### src/rtl/rn_pkg.sv
// ---------------------------------------------------------------------------
// rn_pkg
//   Shared sizing and types for the rename-stage free list.
//   NUM_PREG : physical registers = free-list depth (power of 2)
//   NUM_AREG : architectural registers; tags 0..NUM_AREG-1 start out mapped
//   PREG_W   : physical tag width
//   preg_t   : physical tag
//   fl_ptr_t : list pointer with an extra wrap bit (MSB)
// ---------------------------------------------------------------------------
package rn_pkg;

   localparam int NUM_PREG = 64;
   localparam int NUM_AREG = 32;
   localparam int PREG_W   = $clog2(NUM_PREG);

   typedef logic [PREG_W-1:0] preg_t;
   typedef logic [PREG_W:0]   fl_ptr_t;

   // Tail after reset: every non-architectural tag sits in the list.
   localparam fl_ptr_t INIT_TAIL = fl_ptr_t'(NUM_PREG - NUM_AREG);

   // Pointer advance by 0..2 slots; wrap bit toggles naturally on carry.
   function automatic fl_ptr_t ptr_add(input fl_ptr_t p, input logic [1:0] n);
      return p + fl_ptr_t'(n);
   endfunction

   // Table index of a pointer (drops the wrap bit).
   function automatic preg_t ptr_idx(input fl_ptr_t p);
      return p[PREG_W-1:0];
   endfunction

endpackage

### src/rtl/rn_free_list_ctrl_if.sv
// ---------------------------------------------------------------------------
// rn_free_list_ctrl_if
//   Bundle between the rename/commit logic (master) and the free-list
//   controller (slave).
//   flush                    : discard speculative allocations
//   alloc_req1/2             : Inst1/Inst2 need a destination tag
//   alloc_gnt                : every requested tag granted this cycle
//   alloc_preg1/2            : granted tags
//   rn_stall                 : hold the ID->RN register
//   ret_alloc1/2             : committing Inst1/Inst2 had allocated a tag
//   free_en1/2, free_preg1/2 : tags released at commit
//   free_count               : registered occupancy (tail - head)
//   fl_err                   : sticky overflow / duplicate-release flag
// ---------------------------------------------------------------------------
interface rn_free_list_ctrl_if;
   import rn_pkg::*;

   logic    flush;
   logic    alloc_req1;
   logic    alloc_req2;
   logic    alloc_gnt;
   preg_t   alloc_preg1;
   preg_t   alloc_preg2;
   logic    rn_stall;
   logic    ret_alloc1;
   logic    ret_alloc2;
   logic    free_en1;
   logic    free_en2;
   preg_t   free_preg1;
   preg_t   free_preg2;
   fl_ptr_t free_count;
   logic    fl_err;

   modport master (
      output flush, alloc_req1, alloc_req2,
      output ret_alloc1, ret_alloc2,
      output free_en1, free_en2, free_preg1, free_preg2,
      input  alloc_gnt, alloc_preg1, alloc_preg2, rn_stall,
      input  free_count, fl_err
   );

   modport slave (
      input  flush, alloc_req1, alloc_req2,
      input  ret_alloc1, ret_alloc2,
      input  free_en1, free_en2, free_preg1, free_preg2,
      output alloc_gnt, alloc_preg1, alloc_preg2, rn_stall,
      output free_count, fl_err
   );

endinterface

### src/rtl/rn_fl_ram.sv
// ---------------------------------------------------------------------------
// rn_fl_ram
//   NUM_PREG x PREG_W circular storage for free physical tags.
//   clk, rst           : clock, synchronous active-high reset
//   rd1_addr/rd1_data  : async read at head
//   rd2_addr/rd2_data  : async read at head+1
//   wr1_en/addr/data   : sync write at tail (wins on an address clash)
//   wr2_en/addr/data   : sync write at tail+1
//   Reset loads slot i with tag NUM_AREG+i for the first NUM_PREG-NUM_AREG
//   slots; the rest are unused until pushed.
// ---------------------------------------------------------------------------
module rn_fl_ram
   import rn_pkg::*;
(
   input  logic  clk,
   input  logic  rst,
   input  preg_t rd1_addr,
   output preg_t rd1_data,
   input  preg_t rd2_addr,
   output preg_t rd2_data,
   input  logic  wr1_en,
   input  preg_t wr1_addr,
   input  preg_t wr1_data,
   input  logic  wr2_en,
   input  preg_t wr2_addr,
   input  preg_t wr2_data
);

   preg_t mem [NUM_PREG];

   always_ff @(posedge clk) begin
      if (rst) begin
         for (int i = 0; i < NUM_PREG; i++) begin
            mem[i] <= (i < NUM_PREG - NUM_AREG) ? preg_t'(NUM_AREG + i) : '0;
         end
      end else begin
         // Port 1 is written last so it wins if both target one slot.
         if (wr2_en) mem[wr2_addr] <= wr2_data;
         if (wr1_en) mem[wr1_addr] <= wr1_data;
      end
   end

   assign rd1_data = mem[rd1_addr];
   assign rd2_data = mem[rd2_addr];

endmodule

### src/rtl/rn_free_list_ctrl.sv
// ---------------------------------------------------------------------------
// rn_free_list_ctrl
//   Physical-register allocator for the 2-wide rename stage.
//   clk, rst : clock, synchronous active-high reset
//   fl       : slave side of rn_free_list_ctrl_if (alloc, release, flush,
//              occupancy and error status)
//   Grants are combinational from the registered head/tail; pointers move
//   on the clock edge. head tracks speculative allocation, commit_head tracks
//   committed allocation, and a flush rewinds head to commit_head.
// ---------------------------------------------------------------------------
module rn_free_list_ctrl
   import rn_pkg::*;
(
   input  logic               clk,
   input  logic               rst,
   rn_free_list_ctrl_if.slave fl
);

   fl_ptr_t    head, commit_head, tail;
   fl_ptr_t    count, room;
   logic [1:0] need, n_ret, n_free_req, n_free_acc;
   logic       gnt, overflow, dup_free, fl_err_q;
   preg_t      rd1_data, rd2_data;
   preg_t      wr1_data;
   logic       wr1_en, wr2_en;

   // Occupancy from registered pointers only; same-cycle frees are invisible.
   assign count = tail - head;
   assign room  = fl_ptr_t'(NUM_PREG) - count;

   assign need  = {1'b0, fl.alloc_req1} + {1'b0, fl.alloc_req2};
   assign n_ret = {1'b0, fl.ret_alloc1} + {1'b0, fl.ret_alloc2};

   // All-or-nothing grant; need==0 always grants (outside flush).
   assign gnt = (count >= fl_ptr_t'(need)) & ~fl.flush;

   // Accept as many pushes as there is room for; excess is dropped.
   always_comb begin
      n_free_req = {1'b0, fl.free_en1} + {1'b0, fl.free_en2};
      n_free_acc = '0;
      if (room >= fl_ptr_t'(2))      n_free_acc = n_free_req;
      else if (room == fl_ptr_t'(1)) n_free_acc = (n_free_req != 2'd0) ? 2'd1 : 2'd0;
   end

   assign overflow = (n_free_acc != n_free_req);
   assign dup_free = fl.free_en1 & fl.free_en2 & (fl.free_preg1 == fl.free_preg2);

   // A lone release always lands at tail; with both, preg1 goes first.
   assign wr1_en   = (n_free_acc != 2'd0);
   assign wr1_data = fl.free_en1 ? fl.free_preg1 : fl.free_preg2;
   assign wr2_en   = (n_free_acc == 2'd2);

   rn_fl_ram u_ram (
      .clk      (clk),
      .rst      (rst),
      .rd1_addr (ptr_idx(head)),
      .rd1_data (rd1_data),
      .rd2_addr (ptr_idx(ptr_add(head, 2'd1))),
      .rd2_data (rd2_data),
      .wr1_en   (wr1_en),
      .wr1_addr (ptr_idx(tail)),
      .wr1_data (wr1_data),
      .wr2_en   (wr2_en),
      .wr2_addr (ptr_idx(ptr_add(tail, 2'd1))),
      .wr2_data (fl.free_preg2)
   );

   always_ff @(posedge clk) begin
      if (rst) begin
         head        <= '0;
         commit_head <= '0;
         tail        <= INIT_TAIL;
         fl_err_q    <= 1'b0;
      end else begin
         commit_head <= ptr_add(commit_head, n_ret);
         // Flush rewinds to the committed point including this cycle's commits.
         if (fl.flush)  head <= ptr_add(commit_head, n_ret);
         else if (gnt)  head <= ptr_add(head, need);
         tail <= ptr_add(tail, n_free_acc);
         if (overflow | dup_free) fl_err_q <= 1'b1;
      end
   end

   assign fl.alloc_gnt   = gnt;
   assign fl.alloc_preg1 = rd1_data;
   // Inst2 takes the next slot only when Inst1 also consumes one.
   assign fl.alloc_preg2 = fl.alloc_req1 ? rd2_data : rd1_data;
   assign fl.rn_stall    = (fl.alloc_req1 | fl.alloc_req2) & ~gnt & ~fl.flush;
   assign fl.free_count  = count;
   assign fl.fl_err      = fl_err_q;

endmodule

### src/flat_wrapper.sv
// flat-port wrapper written by rule: the top's interface ports become plain ports
module rn_free_list_ctrl_flat import rn_pkg::*;
  (clk, rst, fl_flush, fl_alloc_req1, fl_alloc_req2, fl_ret_alloc1, fl_ret_alloc2, fl_free_en1, fl_free_en2, fl_free_preg1, fl_free_preg2, fl_alloc_gnt, fl_alloc_preg1, fl_alloc_preg2, fl_rn_stall, fl_free_count, fl_fl_err);
  rn_free_list_ctrl_if fl_i ();
  input  logic clk;
  input  logic rst;
  input wire logic [$bits(fl_i.flush)-1:0] fl_flush;
  input wire logic [$bits(fl_i.alloc_req1)-1:0] fl_alloc_req1;
  input wire logic [$bits(fl_i.alloc_req2)-1:0] fl_alloc_req2;
  input wire logic [$bits(fl_i.ret_alloc1)-1:0] fl_ret_alloc1;
  input wire logic [$bits(fl_i.ret_alloc2)-1:0] fl_ret_alloc2;
  input wire logic [$bits(fl_i.free_en1)-1:0] fl_free_en1;
  input wire logic [$bits(fl_i.free_en2)-1:0] fl_free_en2;
  input wire logic [$bits(fl_i.free_preg1)-1:0] fl_free_preg1;
  input wire logic [$bits(fl_i.free_preg2)-1:0] fl_free_preg2;
  output wire logic [$bits(fl_i.alloc_gnt)-1:0] fl_alloc_gnt;
  output wire logic [$bits(fl_i.alloc_preg1)-1:0] fl_alloc_preg1;
  output wire logic [$bits(fl_i.alloc_preg2)-1:0] fl_alloc_preg2;
  output wire logic [$bits(fl_i.rn_stall)-1:0] fl_rn_stall;
  output wire logic [$bits(fl_i.free_count)-1:0] fl_free_count;
  output wire logic [$bits(fl_i.fl_err)-1:0] fl_fl_err;
  assign fl_i.flush = fl_flush;
  assign fl_i.alloc_req1 = fl_alloc_req1;
  assign fl_i.alloc_req2 = fl_alloc_req2;
  assign fl_i.ret_alloc1 = fl_ret_alloc1;
  assign fl_i.ret_alloc2 = fl_ret_alloc2;
  assign fl_i.free_en1 = fl_free_en1;
  assign fl_i.free_en2 = fl_free_en2;
  assign fl_i.free_preg1 = fl_free_preg1;
  assign fl_i.free_preg2 = fl_free_preg2;
  assign fl_alloc_gnt = fl_i.alloc_gnt;
  assign fl_alloc_preg1 = fl_i.alloc_preg1;
  assign fl_alloc_preg2 = fl_i.alloc_preg2;
  assign fl_rn_stall = fl_i.rn_stall;
  assign fl_free_count = fl_i.free_count;
  assign fl_fl_err = fl_i.fl_err;
  rn_free_list_ctrl u_core (.clk(clk), .rst(rst), .fl(fl_i));
endmodule
### config.mk
export PLATFORM = sky130hd
export DESIGN_NAME = rn_free_list_ctrl_flat
export DESIGN_NICKNAME = d
export VERILOG_FILES = /design/src/rtl/rn_pkg.sv /design/src/rtl/rn_free_list_ctrl_if.sv /design/src/rtl/rn_fl_ram.sv /design/src/rtl/rn_free_list_ctrl.sv /design/src/flat_wrapper.sv
export SDC_FILE = /design/constraint.sdc
export NUM_CORES = 1
export LEC_CHECK = 0
export CAP_MARGIN = 0
export CORE_MARGIN = 2
export CORE_UTILIZATION = 33
export DETAILED_ROUTE_END_ITERATION = 8
export GPL_TIMING_DRIVEN = 0
export SYNTH_ARGS = -nofsm -noshare
export SYNTH_HDL_FRONTEND = slang
export SYNTH_SLANG_ARGS = --single-unit
### constraint.sdc
create_clock -name clk -period 9.29 [get_ports clk]
set_input_delay 1.858 -clock clk [delete_from_list [all_inputs] [get_ports clk]]
set_output_delay 1.858 -clock clk [all_outputs]
set_load 0.1 [all_outputs]
== Word level (Yosys, flattened, before mapping) ==
Memory sizes are Yosys's and may differ from the RTL's. A register that Yosys moved wholly into a read port is not among the register bits.
Cells that the tools add are included.

* Flip-flop bits (word level): 22
* Memories: 1
* Output and inout port bits: 22
* Logic and storage cells: 58
* Memory bits (writable): 384

* Eq/ne operators: 4
* $add $sub $neg: 10
* Multiplexer cells: 23
* Bitwise gates (word level): 9
* $lt $le $gt $ge: 2
* Reductions and logical operators: 5

{| class="wikitable"
|+ Memory list
! name !! words !! bits a word !! read ports !! clocked after memory_dff !! write ports !! line !! text
|-
| u_core.u_ram.mem || 64 || 6 || 2 || 1 || 64 || rn_fl_ram.sv:29 || <nowiki>preg_t mem [NUM_PREG];</nowiki>
|}

{| class="wikitable"
|+ Operators with widths
! kind !! count
|-
| 6-bit two-way mux || 8
|-
| 7-bit by 2-bit adder with 7-bit output || 3
|-
| 7-bit two-way mux || 2
|-
| 6-bit by 1-bit adder with 6-bit output (second input constant) || 2
|-
| 6-bit OR reduction || 2
|-
| 1-bit two-way mux || 11
|-
| 7-bit by 1-bit equality test with 1-bit output (second input constant) || 1
|-
| 7-bit by 2-bit >= comparator with 1-bit output || 1
|-
| 7-bit by 2-bit >= comparator with 1-bit output (second input constant) || 1
|-
| 7-bit subtractor || 1
|-
| 7-bit subtractor (first input constant) || 1
|-
| 1-bit by 1-bit adder with 2-bit output || 3
|-
| 6-bit equality test || 1
|-
| 2-bit nonzero test || 3
|-
| 1-bit AND || 5
|-
| 2-bit two-way mux || 2
|-
| 2-bit equality test (second input constant) || 1
|-
| 2-bit != test || 1
|-
| 1-bit inverter || 2
|-
| 1-bit bitwise OR || 2
|}

== Depth between registers and ports, before layout ==
Gate-level depths: netlist of the first run.

* Depth in word-level cells: 11
* Mapped depth: 22

== By module ==
A second synthesis of the first run with hierarchy kept.

* Cells, all modules: 2,003
* Area total of the unflattened synthesis: 25,598.3 um^2

{| class="wikitable"
|+ By module, submodules not included
! module !! area an instance (um^2) !! cells an instance !! seq. area each (um^2) !! times used
|-
| rn_fl_ram || 23,408.7 || 1,747 || 11,531.1 || 1
|-
| rn_free_list_ctrl || 2,189.6 || 256 || 440.4 || 1
|}

== Worst setup path before layout of the first run ==
OpenSTA, ideal clock, no wires.

* Kind: input to output
* From: in fl_alloc_req1
* To: out fl_rn_stall
* Stages: 7
* Data arrival time: 5,541 ps
* Setup slack: 1,891 ps
* Path through: clkinv_1 > ha_1 > ha_1 > nand2b_1 > a2111oi_2 > nand2_1 > nor3_1

* Cells in the longest elaborated chain, start to end: 6

{| class="wikitable"
|+ Ends and longest elaborated chain
! element !! line !! text
|-
| start, declared || flat_wrapper.sv:8 || <nowiki>input wire logic [$bits(fl_i.alloc_req1)-1:0] fl_alloc_req1;</nowiki>
|-
| 1-bit by 1-bit adder with 2-bit output || rn_free_list_ctrl.sv:31 || <nowiki>assign need = {1'b0, fl.alloc_req1} + {1'b0, fl.alloc_req2};</nowiki>
|-
| 7-bit by 2-bit >= comparator with 1-bit output || rn_free_list_ctrl.sv:35 || <nowiki>assign gnt = (count >= fl_ptr_t'(need)) & ~fl.flush;</nowiki>
|-
| 1-bit AND || rn_free_list_ctrl.sv:35 ||
|-
| 1-bit inverter || rn_free_list_ctrl.sv:88 || <nowiki>assign fl.rn_stall = (fl.alloc_req1 | fl.alloc_req2) & ~gnt & ~fl.flush;</nowiki>
|-
| 1-bit AND * (2 in a row) || rn_free_list_ctrl.sv:88 ||
|-
| end, declared || flat_wrapper.sv:19 || <nowiki>output wire logic [$bits(fl_i.rn_stall)-1:0] fl_rn_stall;</nowiki>
|}

Every way passes the cells marked *; elsewhere a longest branch is shown, timed or not.

== Final worst setup path of the first run ==
* From: reg u_core.head[1]
* To: out fl_alloc_preg2[0]

* Cells in the longest elaborated chain, start to end: 3

{| class="wikitable"
|+ Ends and longest elaborated chain
! element !! line !! text
|-
| start, declared || rn_free_list_ctrl.sv:19 || <nowiki>fl_ptr_t head, commit_head, tail;</nowiki>
|-
| start signal, assigned || rn_free_list_ctrl.sv:77 || <nowiki>if (fl.flush) head <= ptr_add(commit_head, n_ret);</nowiki>
|-
| start signal, assigned || rn_free_list_ctrl.sv:78 || <nowiki>else if (gnt) head <= ptr_add(head, need);</nowiki>
|-
| 6-bit by 1-bit adder with 6-bit output || rn_pkg.sv:24 || <nowiki>return p + fl_ptr_t'(n);</nowiki>
|-
| memory read 64 x 6 bit || n/a ||
|-
| 6-bit two-way mux || rn_free_list_ctrl.sv:87 || <nowiki>assign fl.alloc_preg2 = fl.alloc_req1 ? rd2_data : rd1_data;</nowiki>
|-
| end, declared || flat_wrapper.sv:18 || <nowiki>output wire logic [$bits(fl_i.alloc_preg2)-1:0] fl_alloc_preg2;</nowiki>
|}

No other way between the ends.

==> reports/metrics.yaml, run 1 <==
status: "complete, but fails checks"
violations: "capacitance limit, slew limit"
synth_nets: 1851
antenna_left: 0
critPathMaxFanout: 10
rows: 102
slowest_delay_ns: 1.03
grt_max_degree: 14
die-width_um: 283
synth_seq_area_share_pct: 47.0
fin_util_pct: 37.6
worst_pin_slew_ns: 1.60
n_fill_cell: 7366
finalNonFillerCells: 2972
critical_path_class: "reg2out"
grt_pass1_vias: 20245
p_leak_nw: 9.11
finalHoldViolCount: 0
viasPerCell: 7.05
hpwl_um: 85000
cpLargestDelayFamily: "buffers and inverters"
nNetsFinal: 1943
post_cts_buffers: 0
yosysWarningCount: 0
setup_tns_ns: 0
clock-sinks: 412
power_density_nw_per_um2: 204
drt_iter0_drc: 3620
netlist_area_sq_um: 25700
finalWirelength_um: 116000
layout-drive-gt1-share_pct: 22.2
synthCells: 1804
wl_per_cell_um: 39.1
detailedRoute.firstPassIterationCount: 6
arrival_ns: 6.33
post_cts_resized: 0
clk_pin_slew_ns: 0.06
finalSetupViolCount: 0
cts.path.max_buffers: 3
holdWs_ns: 0.535
synthArstFlopShare_pct: 0
total_power_mw: 5.95
ios: 43
vias: 20967
coreArea_sq_um: 77300
ys_ff_latch: 412
synth_ff_type: "edfxtp_1"
met1_usage_pct: 36.2
cts_hold_buf: 0
cp.buffers_inverters: 4
period_needed_ns: 8.19
cts_max_level: 2
dp_cells: 2887
met2_usage_pct: 41.1
syn_avg_cell_area_sq_um: 14.3
hold_class: "reg2reg"
antenna_found_initial: 2
cts_tree: "built"
max-slew-margin-rel_pct: -7.68
final_common_cell: "edfxtp_1"
cp_cell_sequence: "ha_1, clkbuf_1, buf_2, buf_1, mux4_2, mux4_2, mux2i_1, o22ai_1, a21o_1, clkdlybuf4s50_1"
grt_overflow: 0
finalMaxSlewViolations: 7
cts_inserted_buffers: 47
worst_path_max_delay_cell: "buf_1"
synth_edf_count: 384
grt_pass1_wl_um: 159000
route.detailed.drc: 0
gp_congestion: 1.05
cp-start-kind: "flop"
crit_required_ns: 7.43
clk_latency_ns: 0.62
timing.fmax_ghz: 0.122
cts_root_buf: "clkbuf_16"
cpMostUsedCell: "mux4_2"
final_cell_mix: "384 x edfxtp_1, 266 x a22o_1, 240 x mux4_2"
rsz0062_at_grt: "no"
synth.distinct_cells: 71
post-route-period-util_pct: 88.1
io_buffers: 37
die_area_sq_um: 80300
dieHeight_um: 283
area_delta_synth_final_pct: 13.0
busiest_layer: "met2"
finClkSkew_ns: 0.0300
peakVddDrop_mv: 0.220
max-cap-violations: 4
end_kind: "output pin"
gr-usage-met3_pct: 10.4
initial_utilization_pct: 33.3
track_usage_pct: 28.2
per-stage QoR:
step	cell area (sq um)	setup WS (ns)
3_5_place_dp	27600	1.40
6_report	29100	1.10
4_1_cts	29100	1.36
5_1_grt	29100	0.991
3_3_place_gp	27400	1.45
2_1_floorplan	25700	1.89
report_power, final:
part / total, mW / switching, mW / leakage [nW] / internal [mW]
registers: 2.13 / 0.0434 / 3.80 / 2.09
clock network: 1.94 / 0.812 / 0.758 / 1.13
logic: 1.88 / 1.23 / 4.55 / 0.646
total: 5.95 / 2.09 / 9.11 / 3.86
worst register-to-register path, delay by kind of cell, from the launching register on:
family	cells	cell delay, ns
xor+xnor	1	0.38
buf+inv	3	0.90
fa+ha+maj	2	0.69
flops	1	0.38
compound gates	2	0.84
mux	2	0.52
simple gates	3	1.57
per-layer routing:
| metal | routed length (um) | share of wire [%] | vias to the layer above |
|---|---|---|---|
| met3 | 17300 | 15 | 410 |
| met1 | 41900 | 36 | 10756 |
| met2 | 49300 | 42 | 1994 |
| met4 | 7760 | 6.7 | 2 |
| li1 | - | - | 7805 |
| met5 | 13 | 0.011 | - |
synthesized netlist by cell type, drive strengths merged, types with 29 or more instances:
cell     instances  area (sq um)
inv             29           109
edfxtp         384         11500
nor2            92           348
a22o           266          2330
a2bb2oi         81           728
nand2           71           267
o22a            31           272
nor3            50           310
buf             72           417
clkbuf         117           439
mux4           240          5410
a211o           48           420
worst paths after layout:
path                                    startpoint                               end  slack, ns  cells after the start
setup / recovery       u_core.head[1]$_SDFFE_PP0N_                 fl_alloc_preg2[0]       1.10                     10
hold / removal    u_core.commit_head[6]$_SDFF_PP0_  u_core.commit_head[6]$_SDFF_PP0_       0.53                      2
hold reg to reg   u_core.commit_head[6]$_SDFF_PP0_  u_core.commit_head[6]$_SDFF_PP0_       0.53                      2
setup reg to reg         u_core.tail[0]$_SDFF_PP0_  u_core.u_ram.mem[3][2]$_DFFE_PP_       3.68                     13
layout make-up:
type                            instances  area [sq um]  share of cell area [%]
Clock buffer                           57          1260                    4.32
Tap cell                             1040          1300                    4.47
Clock inverter                         27           285                   0.980
Buffer                                189           861                    2.96
Timing Repair Buffer                   43           458                    1.57
Antenna cell                            1          2.50                 0.00860
Multi-Input combinational cell       1172         12700                    43.7
Inverter                               31           116                   0.400
Sequential cell                       412         12100                    41.6
sequential cells by signal (all words and copies together) (netlist names), named ones only:
name and cells:
u_core.tail 7, u_core.u_ram.mem 384, u_core.head 7, u_core.commit_head 7, u_core.fl.fl_err 1
logic make-up after synthesis:
logic type	after synthesis	synth area share, %
compound gates	515	17.2
xor+xnor	35	1.24
fa+ha+maj	26	1.38
buf+inv	220	3.78
flops	412	47.0
mux	280	23.0
simple gates	316	6.41
No activity file was read; power rests on OpenSTA's default activity.
==> run 2: changes to the inputs <==
GPL_ROUTABILITY_DRIVEN = 1   (was unset)
PLACE_DENSITY_LB_ADDON = 0.25   (was unset)
==> reports/metrics.yaml, run 2 (synthesis results as in run 1) <==
clock-sinks: 412
dieHeight_um: 283
grt_pass1_wl_um: 162000
initial_utilization_pct: 33.3
antenna_left: 0
critical_path_class: "reg2out"
clk_latency_ns: 0.62
layout-drive-gt1-share_pct: 22.3
finalMaxSlewViolations: 8
track_usage_pct: 28.8
swShare_pct: 35.1
finalWirelength_um: 119000
final_cell_mix: "384 x edfxtp_1, 266 x a22o_1, 240 x mux4_2"
critPathMaxFanout: 10
min_from: "u_core.commit_head[6]$_SDFF_PP0_"
peakVddDrop_mv: 0.234
cts.path.max_buffers: 3
seqPwrFrac_pct: 35.7
p_sw_mw: 2.10
combPwrFrac_pct: 31.4
finalSetupViolCount: 0
cts_root_buf: "clkbuf_16"
viasPerCell: 6.95
hold_class: "reg2reg"
cp-start-kind: "flop"
rr_worst_depth: 13
power_density_nw_per_um2: 206
p_clk_share_pct: 32.9
area_delta_synth_final_pct: 13.1
grt_max_degree: 14
period_needed_ns: 8.10
post-route-period-util_pct: 87.2
finalNonFillerCells: 2971
cpMostUsedCell: "clkbuf_1"
cts_tree: "built"
post-place-ws_ns: 1.47
die-width_um: 283
wl_per_cell_um: 39.9
n_fill_cell: 7361
dp_cells: 2887
timing.fmax_ghz: 0.123
worst_pin_slew_ns: 1.53
drt_iter0_drc: 3686
cts_hold_buf: 0
gp_congestion: 1.06
largest_reg_flops: 384
post_cts_buffers: 0
end_kind: "output pin"
rows: 102
antenna_found_initial: 5
clk_pin_slew_ns: 0.06
vias: 20662
nNetsFinal: 1942
fin_ws_ns: 1.19
intPower_mw: 3.89
final_common_cell: "edfxtp_1"
finClkSkew_ns: 0.0356
slowest_delay_ns: 1.05
rrSetupSlack_ns: 3.79
cp_cell_sequence: "clkbuf_1, clkbuf_1, clkbuf_1, mux4_2, mux4_2, a22oi_1, nand2_1, a21o_1, clkdlybuf4s50_1"
arrival_ns: 6.24
setup_tns_ns: 0
multiInputGateArea_sq_um: 12700
cts_max_level: 2
crit_required_ns: 7.43
cts_inserted_buffers: 46
p_leak_nw: 9.11
final-seq-area_sq_um: 12100
worst_path_max_delay_cell: "clkbuf_1"
violations: "capacitance limit, slew limit"
route.detailed.drc: 0
holdPathStages: 2
io_buffers: 37
holdWs_ns: 0.545
grt_pass1_vias: 20198
post_cts_resized: 0
hpwl_um: 87700
finalHoldViolCount: 0
max-cap-violations: 1
regMostFlops: "u_core.u_ram.mem"
coreArea_sq_um: 77300
status: "complete, but fails checks"
detailedRoute.firstPassIterationCount: 6
rsz0062_at_grt: "no"
r2r_start: "u_core.tail[0]$_SDFF_PP0_"
die_area_sq_um: 80300
grt_overflow: 0
ios: 43
max-slew-margin-rel_pct: -2.81
run 2: path summary, 6_finish.rpt:
| path | end |
|---|---|
| max | fl_alloc_preg2[2] |
| min | u_core.commit_head[6]$_SDFF_PP0_ |
| max reg2reg | u_core.u_ram.mem[10][5]$_DFFE_PP_ |
| min reg2reg | u_core.commit_head[6]$_SDFF_PP0_ |
run 2: stage by stage:
step                util, %  instance area (sq um)  total power [mW]
CTS                    37.6                  29100              5.92
global placement       35.4                  27400              3.98
global route           37.6                  29100              6.07
finish                 37.6                  29100              5.99
detailed placement     35.6                  27500              3.99
floorplan                 -                  25700              3.34
run 2: metal layers:
metal	global-route usage [%]	vias up	share of wire, %
met5	0	-	0.0084
met1	36.4	10653	36
met2	43.1	1831	44
li1	-	7807	-
met4	16.8	2	6.9
met3	9.47	369	13
run 2: critical path: cells and delay by family, from the launching register on:
family                 cells  cell delay [ns]
buffers and inverters      4             3.27
muxes                      2             0.96
and+or+nand+nor            1             0.33
DFF                        1             0.37
AOI/OAI and AO/OA          2             0.70
run 2: area by class of cell:
type | count | area share [%]
clock buffer | 52 | 4.03
sequential | 412 | 41.5
clock inverter | 31 | 1.32
antenna | 1 | 0.00860
timing repair buffer | 43 | 1.54
tap | 1040 | 4.47
buffer | 189 | 2.97
multi-input combinational | 1172 | 43.7
inverter | 31 | 0.400
run 2: power by group through the flow:
stage | logic (mW) | clock network, mW | registers (mW)
5_1_grt | 1.91 | 2.02 | 2.14
3_5_place_dp | 1.82 | 0 | 2.17
4_1_cts | 1.83 | 1.95 | 2.13
6_report | 1.88 | 1.97 | 2.14
2_1_floorplan | 1.19 | 0 | 2.15
3_3_place_gp | 1.81 | 0 | 2.17
==> RTL change, RTL diff (config.mk and constraints of run 2) <==
`NUM_PREG`: 64 -> 32.
--- a/src/rtl/rn_pkg.sv
+++ b/src/rtl/rn_pkg.sv
@@ -11,3 +11,3 @@
 
-   localparam int NUM_PREG = 64;
+   localparam int NUM_PREG = 32;
    localparam int NUM_AREG = 32;
Interface: changed (5 resized); port bits go from 43 to 38. The function was not compared with the original's and may differ.
==> RTL change against run 2 <==
  * The run ends with capacitance limit left
  * Clock skew down 24 ps
  * Power decreased by 48%
  * Worst setup slack gained 210 ps
  * Synthesized area shrank 57%
  * Combinational power fell by 28%
  * Global-route usage shrank 5.9 points
  * Wire length shrank 66%
  * Final area shrank 57%
  * Sequential cell count is 228 lower
  * Die area shrank 56%
  * Critical endpoint is now fl_rn_stall
  * Largest cell class unchanged
  * Largest power group is now combinational logic
==> RTL change: results (changes against run 2) <==
* Gpl congestion at 0.936 (-12%)
* Slowest stage delay, CP at 1160 ps (+110 ps)
* First-pass GRT wire length at 57500 µm (-64%)
* Synth Area in Compound Gates at 0.133 (-0.0392)
* H-tree Lvls at 4 (+2)
* FF+latch area at 5290 µm² (-56%)
* Clock tree buffer depth at 2 (-1)
* Status: finished, violations left
* Failing checks: capacitance limit
* Number of diodes at 0 (-1)
* Layout cells sized above 1 at 0.198 (-0.0245)
* Filler instances at 3321 (-55%)
* Max-cap violations at 1 (unchanged)
* All-Layer GR Usage at 0.229 (-0.0587)
* FF-to-FF path depth at 11 (-2)
* Seq power at 1.03 mW (-52%)
* Pre-CTS setup slack at 1330 ps (-140 ps)
* Mapped Avg Cell Area at 12.9 µm² (-9.3%)
* Max_slew headroom at 0.00129 (+0.0294)
* Vias in the first global route at 8346 (-59%)
* Leakage at 4.00 nW (-56%)
* CP max stage cell: clkdlybuf4s50_1
* First drt pass iteration count at 5 (-1)
* Post-synthesis sequential area ratio at 0.476 (+0.00628)
* Max rail drop VDD at 0.000163 V (-30%)
* Synth cell count leaders: edfxtp_1 (160), a21oi_1 (129), mux4_2 (100)
RTL change: cell type report:
cell class / count / area share
multi-input cells: 583 / 0.431
flip-flops and latches: 184 / 0.419
clock buffers: 20 / 0.0388
clock inverters: 12 / 0.00912
repair buffers: 33 / 0.0266
inverters: 22 / 0.00654
plain buffers: 69 / 0.0248
well taps: 448 / 0.0444
RTL change: final timing paths:
| check | start | to | slack [ps] |
|---|---|---|---|
| max | fl_alloc_req1 | fl_rn_stall | 1400 |
| min | u_core.fl.fl_err | u_core.fl.fl_err | 520 |
| max reg2reg | u_core.head[2] | u_core.u_ram.mem[29][1] | 4710 |
| min reg2reg | u_core.fl.fl_err | u_core.fl.fl_err | 520 |
RTL change: routing by layer:
metal,share of wire,up-vias,routed length (µm),GRT usage
li1,-,3524,-,-
met1,0.40,4262,15800,0.309
met2,0.45,572,18000,0.355
met3,0.11,98,4430,0.0555
met4,0.043,2,1700,0.0942
met5,0.00040,-,16,0
